[src/rtl/mult_share_pkg.sv]
// rtl/mult_share_pkg.sv - shared state encoding and default sizes for the multiplier-share arbiter
package mult_share_pkg;

  localparam int N_REQ_DEF  = 4;
  localparam int L_WORD_DEF = 4;

  typedef enum logic [1:0] {
    S_IDLE  = 2'd0,
    S_ISSUE = 2'd1,
    S_BUSY  = 2'd2,
    S_DONE  = 2'd3
  } state_t;

endpackage

[src/rtl/mult_rr_pick.sv]
// rtl/mult_rr_pick.sv - combinational round-robin picker, priority starts just after i_last
module mult_rr_pick #(
  parameter int N_REQ = 4,
  parameter int IW    = 2
) (
  input  logic [N_REQ-1:0] i_req,
  input  logic [IW-1:0]    i_last,
  output logic [N_REQ-1:0] o_win,
  output logic [IW-1:0]    o_idx,
  output logic             o_any
);

  int           w_j;
  logic [IW-1:0] w_jj;

  always_comb begin
    o_any = 1'b0;
    o_idx = '0;
    o_win = '0;
    w_j   = 0;
    w_jj  = '0;
    // Offsets 1..N_REQ walk from the slot after the last grant, wrapping back to it last.
    for (int k = 1; k <= N_REQ; k++) begin
      w_j  = (int'(i_last) + k) % N_REQ;
      w_jj = IW'(w_j);
      if (!o_any && i_req[w_jj]) begin
        o_any = 1'b1;
        o_idx = w_jj;
        o_win = N_REQ'(1) << w_jj;
      end
    end
  end

endmodule

[src/rtl/mult_share_arbiter.sv]
// rtl/mult_share_arbiter.sv - round-robin scheduler sharing one Start/Ready shift-add multiplier
module mult_share_arbiter
  import mult_share_pkg::*;
#(
  parameter int N_REQ  = N_REQ_DEF,
  parameter int L_word = L_WORD_DEF
) (
  input  logic                    i_clk,
  input  logic                    i_rst_n,
  input  logic [N_REQ-1:0]        i_req,
  input  logic [N_REQ*L_word-1:0] i_a_bus,
  input  logic [N_REQ*L_word-1:0] i_b_bus,
  output logic [N_REQ-1:0]        o_grant,
  output logic [N_REQ-1:0]        o_done,
  output logic [2*L_word:0]       o_result,
  output logic                    o_busy,
  output logic [L_word-1:0]       o_mult_word1,
  output logic [L_word-1:0]       o_mult_word2,
  output logic                    o_mult_start,
  input  logic                    i_mult_ready,
  input  logic [2*L_word:0]       i_mult_product
);

  localparam int IW = (N_REQ > 1) ? $clog2(N_REQ) : 1;
  localparam int PW = 2 * L_word + 1;

  state_t            r_state;
  state_t            w_next;
  logic [N_REQ-1:0]  r_grant;
  logic [IW-1:0]     r_last;
  logic [L_word-1:0] r_word1;
  logic [L_word-1:0] r_word2;
  logic [PW-1:0]     r_result;

  logic [N_REQ-1:0]  w_win;
  logic [IW-1:0]     w_idx;
  logic              w_any;
  logic              w_take;
  logic [L_word-1:0] w_a;
  logic [L_word-1:0] w_b;

  mult_rr_pick #(
    .N_REQ (N_REQ),
    .IW    (IW)
  ) u_pick (
    .i_req  (i_req),
    .i_last (r_last),
    .o_win  (w_win),
    .o_idx  (w_idx),
    .o_any  (w_any)
  );

  assign w_a    = i_a_bus[w_idx*L_word +: L_word];
  assign w_b    = i_b_bus[w_idx*L_word +: L_word];
  assign w_take = (r_state == S_IDLE) && w_any && i_mult_ready;

  always_ff @(posedge i_clk or negedge i_rst_n) begin
    if (!i_rst_n) r_state <= S_IDLE;
    else          r_state <= w_next;
  end

  always_comb begin
    w_next = r_state;
    case (r_state)
      S_IDLE:  if (w_take) w_next = S_ISSUE;
      S_ISSUE: w_next = S_BUSY;
      // Ready may already be high here (zero operand flush) or low (job running).
      S_BUSY:  if (i_mult_ready) w_next = S_DONE;
      S_DONE:  w_next = S_IDLE;
      default: w_next = S_IDLE;
    endcase
  end

  always_comb begin
    o_busy       = (r_state != S_IDLE);
    o_mult_start = (r_state == S_ISSUE);
    o_done       = (r_state == S_DONE) ? r_grant : '0;
  end

  always_ff @(posedge i_clk or negedge i_rst_n) begin
    if (!i_rst_n) begin
      r_grant  <= '0;
      r_last   <= IW'(N_REQ - 1);
      r_word1  <= '0;
      r_word2  <= '0;
      r_result <= '0;
    end else begin
      if (w_take) begin
        r_grant <= w_win;
        r_last  <= w_idx;
        r_word1 <= w_a;
        r_word2 <= w_b;
      end
      if ((r_state == S_BUSY) && i_mult_ready) r_result <= i_mult_product;
      if (r_state == S_DONE) r_grant <= '0;
    end
  end

  assign o_grant      = r_grant;
  assign o_result     = r_result;
  assign o_mult_word1 = r_word1;
  assign o_mult_word2 = r_word2;

endmodule

[config.mk]
export PLATFORM = sky130hd
export DESIGN_NAME = mult_share_arbiter
export DESIGN_NICKNAME = d
export VERILOG_FILES = /design/src/rtl/mult_share_pkg.sv /design/src/rtl/mult_rr_pick.sv /design/src/rtl/mult_share_arbiter.sv
export SDC_FILE = /design/constraint.sdc
export NUM_CORES = 1
export LEC_CHECK = 0
export ABC_AREA = 1
export CAP_MARGIN = 0
export CORE_ASPECT_RATIO = 0.9
export CORE_MARGIN = 4
export CORE_UTILIZATION = 45
export CTS_CLUSTER_DIAMETER = 50
export CTS_CLUSTER_SIZE = 28
export DETAILED_ROUTE_END_ITERATION = 7
export DONT_BUFFER_PORTS = 1
export PLACE_DENSITY = 0.59
export SLEW_MARGIN = 20
export SYNTH_ARGS = -nofsm -noshare
export SYNTH_HDL_FRONTEND = slang
export SYNTH_SLANG_ARGS = --single-unit
export TNS_END_PERCENT = 30
[constraint.sdc]
create_clock -name i_clk -period 2.75 [get_ports i_clk]
set_input_delay 0.55 -clock i_clk [delete_from_list [all_inputs] [get_ports i_clk]]
set_output_delay 0.55 -clock i_clk [all_outputs]
set_load 0.1 [all_outputs]
## Yosys cells after proc, flatten, opt, wreduce, memory -nomap -nowiden

Index checks and enable logic that the tools add are counted.

- Order comparisons: 4
- Equal/unequal tests: 5
- Muxes and demuxes: 26
- Shift operators: 6
- Reductions and logical operators: 13
- $add $sub $neg: 4

Operators with widths:

| kind | count |
|---|---|
| variable part select 16 x 5 -> 4 bit | 2 |
| 2-to-1 mux 4 bit | 7 |
| << shifter 1 x 2 -> 4 bit (first input constant) | 4 |
| less-than comparator 2 x 3 -> 1 bit (second input constant) | 4 |
| 2-to-1 mux 2 bit | 6 |
| binary-select mux 1 bit (select 2 bit) | 4 |
| 2-to-1 mux 1 bit | 8 |
| case mux 2 bit (4 select lines) | 1 |
| logical AND 1 bit | 6 |
| adder 2 x 1 -> 2 bit (second input constant) | 2 |
| adder 2 bit (second input constant) | 2 |
| == test 2 bit (second input constant) | 2 |
| inequality test 2 bit (second input constant) | 2 |
| nonzero test 2 bit | 2 |
| zero test 1 bit | 3 |
| == test 2 x 1 -> 1 bit (second input constant) | 1 |
| zero test 2 bit | 1 |
| AND reduction 2 bit | 1 |

- Register bits after elaboration: 25
- Logic and storage cells: 64
- Output and inout port bits: 27
- Bits of input ports: 48

## Logic depth before layout (Yosys ltp)

Gate-level depths: netlist of run 1.

- Depth after elaboration: 17
- Gate-level depth with buffers: 17
- Depth with buffers taken out: 15

## Modules after synthesis

A second synthesis of run 1 with hierarchy kept.

- Cell total of the unflattened synthesis: 277
- Area, all modules: 2003.2 um^2

Modules (own cells, without submodules):

| module | sequential area each (um^2) | cells an instance | times used | area an instance (um^2) |
|---|---|---|---|---|
| mult_share_arbiter | 628.1 | 195 | 1 | 1440.1 |
| mult_rr_pick | 0.0 | 82 | 1 | 563.0 |

## Worst setup path after synthesis of run 1

Ideal clock, no wire load.

- Kind: register to register
- Start: register r_last[0]
- End: register r_word1[1], in the netlist o_mult_word1[1]
- Path buffers: 3
- Setup time: 130 ps
- Clock period less this slack: 2288 ps
- Arrival time: 2157 ps
- Data required time: 2620 ps
- Path slack: 462 ps
- Cell stages (with the launch flop): 16
- Cell sequence: dfstp_2 -> buf_6 -> inv_6 -> ha_1 -> inv_1 -> nand3_1 -> nand2_2 -> nand4_2 -> nand2_2 -> nand2_4 -> nand2_4 -> buf_6 -> buf_6 -> nand2_1 -> o211ai_1 -> nand3_1

- Word-level cells in the longest chain between the ends: 15
- Elaborated cells between the ends (all ways): 29
- Classes of those cells: 4 x add/sub; 1 x shift; 16 x mux; 8 x reduce/logical

RTL lines:

| what | line | text |
|---|---|---|
| start: declaration | mult_share_arbiter.sv:30 | `logic [IW-1:0] r_last;` |
| start signal: assignment | mult_share_arbiter.sv:83 | `r_last <= IW'(N_REQ - 1);` |
| start signal: assignment | mult_share_arbiter.sv:90 | `r_last <= w_idx;` |
| parallel branches: the longest is 15 deep, another holds adder 2 x 1 -> 2 bit | n/a |  |
| end signal: assignment | mult_share_arbiter.sv:91 | `r_word1 <= w_a;` |
| end: declaration | mult_share_arbiter.sv:31 | `logic [L_word-1:0] r_word1;` |

Parallel ways; which one is timed is not known. The select of a mux whose other input is x is not followed.
A chain may end at the register's enable or synchronous reset.

## Final worst setup path of run 1

- Start: register r_last[1]
- End: register r_word1[3], in the netlist o_mult_word1[3]

Same word-level chain as after synthesis.

==> results of run 1 <==
-- timing repair --
action,in CTS,in global routing
setup endpoints to repair,0,0
hold buffers,1,0
gates resized for setup,0,0
setup buffers,0,0
hold endpoints to repair,23,0
-- area by class of cell --
type | count | area [µm²] | share of cell area [%]
clock inverters | 1 | 7.51 | 0.369
inverters | 42 | 165 | 8.11
clock buffers | 3 | 41.3 | 2.03
flip-flops and latches | 25 | 628 | 30.8
well taps | 48 | 60.1 | 2.95
repair buffers | 13 | 95.1 | 4.67
multi-input cells | 166 | 1040 | 51.0
-- per-layer routing --
metal | share of wire [%] | GRT usage (%)
met5 | 0 | 0
met4 | 0.66 | 4.08
met3 | 7.3 | 3.38
met2 | 44 | 24.0
met1 | 48 | 22.5
-- registers in the layout, summed over array words and instances, names as in the netlist --
name	flops
r_state	2
o_result	9
o_mult_word2	4
o_grant	4
o_mult_word1	4
r_last	2
-- cells by family (layout without fill, tap and decap cells) --
logic type	after synthesis	count (layout)	synth area share, %
AO/OA/AOI/OAI	28	28	9.52
flip-flops	25	25	33.4
multiplexers	9	9	5.39
adder cells (fa/ha/maj)	12	12	7.99
AND/OR/NAND/NOR	117	117	32.4
buffers and inverters	47	59	11.3
-- final timing paths --
kind	startpoint	end	cells after the start
min in group i_clk	i_mult_product[6]	o_result[6]	1
worst max register to register	r_last[1]	o_mult_word1[3]	14
worst min-delay path	i_rst_n	r_last[0]	0
worst max-delay path	r_last[1]	o_mult_word1[3]	14
max in group asynchronous	i_rst_n	o_grant[0]	1
worst min register to register	r_state[0]	r_state[0]	2
-- per-stage QoR --
stage	std cells	hold WS, ns
after floorplan	238	0.254
after global placement	293	0.255
after detailed placement	293	0.255
after CTS	298	0.111
after global routing	298	0.0964
final	298	0.118
-- cell usage after synthesis --
cell / instances / area (µm²)
nand2_2: 8 / 50.1
and2_1: 1 / 6.26
or2_1: 6 / 37.5
o2111ai_1: 1 / 8.76
inv_6: 1 / 8.76
nand2_4: 4 / 45.0
nand4_1: 1 / 6.26
o21ai_0: 9 / 45.0
dfrtp_1: 23 / 576
dfstp_2: 2 / 52.6
o22ai_1: 2 / 12.5
ha_1: 12 / 150
a21oi_1: 1 / 5.00
buf_6: 3 / 33.8
nand4_2: 1 / 12.5
nor2_4: 2 / 22.5
inv_4: 1 / 6.26
nand3_2: 3 / 30.0
inv_1: 35 / 131
nand3_4: 1 / 17.5
mux2_2: 9 / 101
inv_2: 5 / 18.8
nand2_1: 52 / 195
a21oi_2: 1 / 8.76
o21ai_2: 1 / 8.76
a22oi_1: 3 / 22.5
buf_2: 1 / 5.00
o21ai_1: 3 / 15.0
or2_0: 1 / 6.26
buf_4: 1 / 7.51
nor2_1: 4 / 15.0
a21boi_0: 1 / 7.51
o211ai_1: 6 / 45.0
nand3_1: 33 / 165
==> results.json, run 1 <==
{
  "max_freq_mhz": 400,
  "grt_pass1_vias": 1473,
  "critPathMaxStageDelay_ns": 0.62,
  "mostFrequentLayoutCell": "nand2_1",
  "critPathSlowestCell": "dfstp_2",
  "grt_pass1_wl_um": 7010,
  "worst-r2r-setup-slack_ns": 0.25,
  "worst_slew_pin_slew_ns": 0.935,
  "mostFrequentLayoutCells": "nand2_1 (52), inv_1 (35), nand3_1 (33)",
  "grt_max_degree": 30,
  "clockRootBuffer": "clkbuf_8",
  "syn_area_um2": 1880,
  "syn_to_final_growth_pct": 8.39,
  "maxSlewViolCount": 0,
  "cp.arrival_ns": 2.66,
  "h-tree-depth": 1,
  "grt_overflow_total": 0,
  "fin_crit_ns": 2.50,
  "place.detailed.hpwl_um": 3210,
  "setup_slack_ns": 0.253,
  "pre_cts_slack_ns": 0.245,
  "drt_iter0_drc": 84,
  "hold_viol_final": 0,
  "initial_core_util_pct": 46.4,
  "setup_tns_ns": 0,
  "rsz0062_at_grt": "no",
  "synth_nets": 298,
  "place_congestion": 0.752,
  "critPathBufInv": 2,
  "worstPathMaxFanout": 29,
  "firstDrtPassIters": 4,
  "fillers": 403,
  "status": "finished, final reports clean",
  "cts_max_path_buffers": 2,
  "dpl_cell_area_um2": 1980,
  "yosys.cell_types.count": 34,
  "numPortBuffers": 0,
  "yosysSeqAreaShare_pct": 33.4,
  "ys_warn_count": 0,
  "max_cap_viol_count": 0,
  "cts.clk_slew.worst_paths_ns": 0.08,
  "stdcell_area_um2": 2040,
  "timing.final.crit_share_pct": 90.8,
  "required_ns": 2.91,
  "path_cells": "inv_1, ha_1, inv_1, nand3_1, nand2_2, nand4_2, nand2_2, nand2_4, nand2_4, nand2_1, nand3_1, nand2_1, nand2_1, nand2_1",
  "vias_per_cell": 5.11,
  "path_delay_family": "simple AND/OR/NAND/NOR gates",
  "die_area_um2": 5280,
  "insertion_delay_ns": 0.27,
  "die_x_um": 76.1,
  "track_usage_pct": 15.7,
  "clock_skew_ns": 0.00923,
  "critPathKind": "flop to flop",
  "setup_violations": 0,
  "cts_tree": "built",
  "cts_inserted_buffers": 3,
  "ios": 75,
  "worstSetupStartpointType": "flop",
  "vias": 1522,
  "wl_per_cell_um": 13.8,
  "synth_seq_cells": 25,
  "antenna_found_initial": 0,
  "end_kind": "flop",
  "cts_sinks": 25,
  "path_common_cell": "nand2_1",
  "core_um2": 4050,
  "fp.dieH_um": 69.3,
  "min_path_type": "input pin to async pin",
  "synthesis.instances": 238,
  "nets": 311,
  "finalWirelength_um": 4110,
  "layout-drive-gt1-share_pct": 22.4,
  "num_antenna_cells": 0,
  "drc": 0,
  "avgSynthCellArea_um2": 7.90,
  "rows": 22,
  "postRouteAntennaNets": 0,
  "maxSlewHeadroom_pct": 37.6,
  "final_core_util_pct": 50.3
}
Power of run 1 is not shown: default switching activity piles up to over one toggle a cycle in this logic, so the estimate is an artifact.
==> inputs of run 2 (changes only) <==
--- a/config.mk
+++ b/config.mk
@@ -10,6 +10,7 @@
 export CORE_ASPECT_RATIO = 0.9
 export CORE_MARGIN = 4
 export CORE_UTILIZATION = 45
+export CTS_BUF_LIST = sky130_fd_sc_hd__clkbuf_4
 export CTS_CLUSTER_DIAMETER = 50
 export CTS_CLUSTER_SIZE = 28
 export DETAILED_ROUTE_END_ITERATION = 7
==> run 2 against run 1 <==
Net effect: register-to-register slack about the same; non-clock buffer count unchanged; count of clock-buffer cells in the layout did not move; wire length increased by 0.36%; sequential cell count unchanged; critical path depth unchanged; fmax shrank 0.20%; final area decreased by 0.92%; utilization shrank 0.46 points; hold slack lost 0.063 ns; sequential share of layout area up 0.29 points; critical endpoint unchanged.
==> results.json, run 2 (same netlist as run 1, synthesis figures left out) <==
{
  "drt_iter0_drc": 86,
  "clockRootBuffer": "clkbuf_4",
  "worstSetupStartpointType": "flop",
  "wl_per_cell_um": 13.9,
  "required_ns": 2.97,
  "die_x_um": 76.1,
  "rows": 22,
  "min_path_type": "input pin to async pin",
  "initial_core_util_pct": 46.4,
  "post-cts-setup-buffer-count": 0,
  "layout-drive-gt1-share_pct": 22.4,
  "critPathMaxStageDelay_ns": 0.64,
  "rsz0062_at_grt": "no",
  "largest_reg_flops": 9,
  "ctsResizeCount": 0,
  "critPathKind": "flop to flop",
  "mostFrequentLayoutCells": "nand2_1 (52), inv_1 (35), nand3_1 (33)",
  "status": "finished, final reports clean",
  "worst_slew_pin_slew_ns": 0.936,
  "place_congestion": 0.752,
  "timing.final.crit_share_pct": 91.0,
  "cp.arrival_ns": 2.72,
  "vias_per_cell": 5.12,
  "maxSlewHeadroom_pct": 37.6,
  "worstPathMaxFanout": 29,
  "postRouteAntennaNets": 0,
  "mostFrequentLayoutCell": "nand2_1",
  "cts_max_path_buffers": 2,
  "fp.dieH_um": 69.3,
  "place.detailed.hpwl_um": 3210,
  "worst_hold_slack_ns": 0.0554,
  "dpl_cell_area_um2": 1980,
  "clock_skew_ns": 0.0196,
  "setup_tns_ns": 0,
  "stdcell_area_um2": 2020,
  "stdcell_count": 298,
  "maxSlewViolCount": 0,
  "fin_crit_ns": 2.50,
  "drc": 0,
  "ios": 75,
  "cts_sinks": 25,
  "vias": 1525,
  "grt_pass1_vias": 1472,
  "hold_viol_final": 0,
  "grt_pass1_wl_um": 7010,
  "h-tree-depth": 1,
  "end_kind": "flop",
  "nets": 311,
  "path_common_cell": "nand2_1",
  "core_um2": 4050,
  "cts.clk_slew.worst_paths_ns": 0.13,
  "insertion_delay_ns": 0.33,
  "path_cells": "inv_1, ha_1, inv_1, nand3_1, nand2_2, nand4_2, nand2_2, nand2_4, nand2_4, nand2_1, nand3_1, nand2_1, nand2_1, nand2_1",
  "finalWirelength_um": 4130,
  "firstDrtPassIters": 4,
  "critPathSlowestCell": "dfstp_2",
  "track_usage_pct": 15.7,
  "die_area_um2": 5280,
  "max_freq_mhz": 400,
  "syn_to_final_growth_pct": 7.39,
  "antenna_found_initial": 0,
  "setup_violations": 0,
  "max_cap_viol_count": 0,
  "num_antenna_cells": 0,
  "grt_max_degree": 30,
  "cts_inserted_buffers": 3,
  "cts_tree": "built",
  "grt_overflow_total": 0,
  "dp.cells": 293,
  "numPortBuffers": 0
}
==> run 2: cell types whose count changed in the layout (fill, tap and decap cells not counted) <==
cell / before / now
clkbuf_8: 3 / 0
clkbuf_4: 0 / 3
==> run 2: through the flow <==
| step | worst slack [ns] | utilization, % |
|---|---|---|
| final | 0.248 | 49.9 |
| after global routing | 0.000787 | 49.9 |
| after CTS | 0.236 | 50.0 |
| after detailed placement | 0.245 | 49.0 |
| after global placement | 0.305 | 49.0 |
| after floorplan | 0.462 | - |
==> run 2: final timing paths <==
check,start,endpoint,slack [ns],cells after the start
setup / recovery,r_last[1],o_mult_word1[3],0.25,14
hold / removal,i_rst_n,r_last[0],0.06,0
setup reg to reg,r_last[1],o_mult_word1[3],0.25,14
hold reg to reg,r_state[0],r_state[0],0.68,2
max in group asynchronous,i_rst_n,o_grant[0],2.23,1
min in group i_clk,i_mult_product[6],o_result[6],0.35,1
==> run 2: timing repair <==
item / CTS / global route
endpoints found under the setup margin: 0 / 0
hold endpoints to repair: 23 / 0
hold buffers: 1 / 0
==> run 2: worst max-delay path: cells and delay by family (launching register included) <==
kind / cells / cell delay, ns
AND/OR/NAND/NOR: 11 / 1.14
flip-flops: 1 / 0.64
adder cells (fa/ha/maj): 1 / 0.36
buffers and inverters: 2 / 0.25
==> run 2: cell type report <==
| class | count | area (µm²) |
|---|---|---|
| flip-flops and latches | 25 | 628 |
| fillers | 409 | 2030 |
| well taps | 48 | 60.1 |
| clock inverters | 1 | 7.51 |
| multi-input cells | 166 | 1040 |
| inverters | 42 | 165 |
| clock buffers | 3 | 22.5 |
| repair buffers | 13 | 95.1 |
==> run 2: metal layers <==
metal  up-vias  GRT usage (%)  share of wire [%]
met3         4           3.38                7.8
met1       667           22.5                 48
met2        59           24.0                 43
li1        795              -                  -
met5         -              0                  0
met4         0           4.08               0.87
Power of run 2 is left out for the same reason.
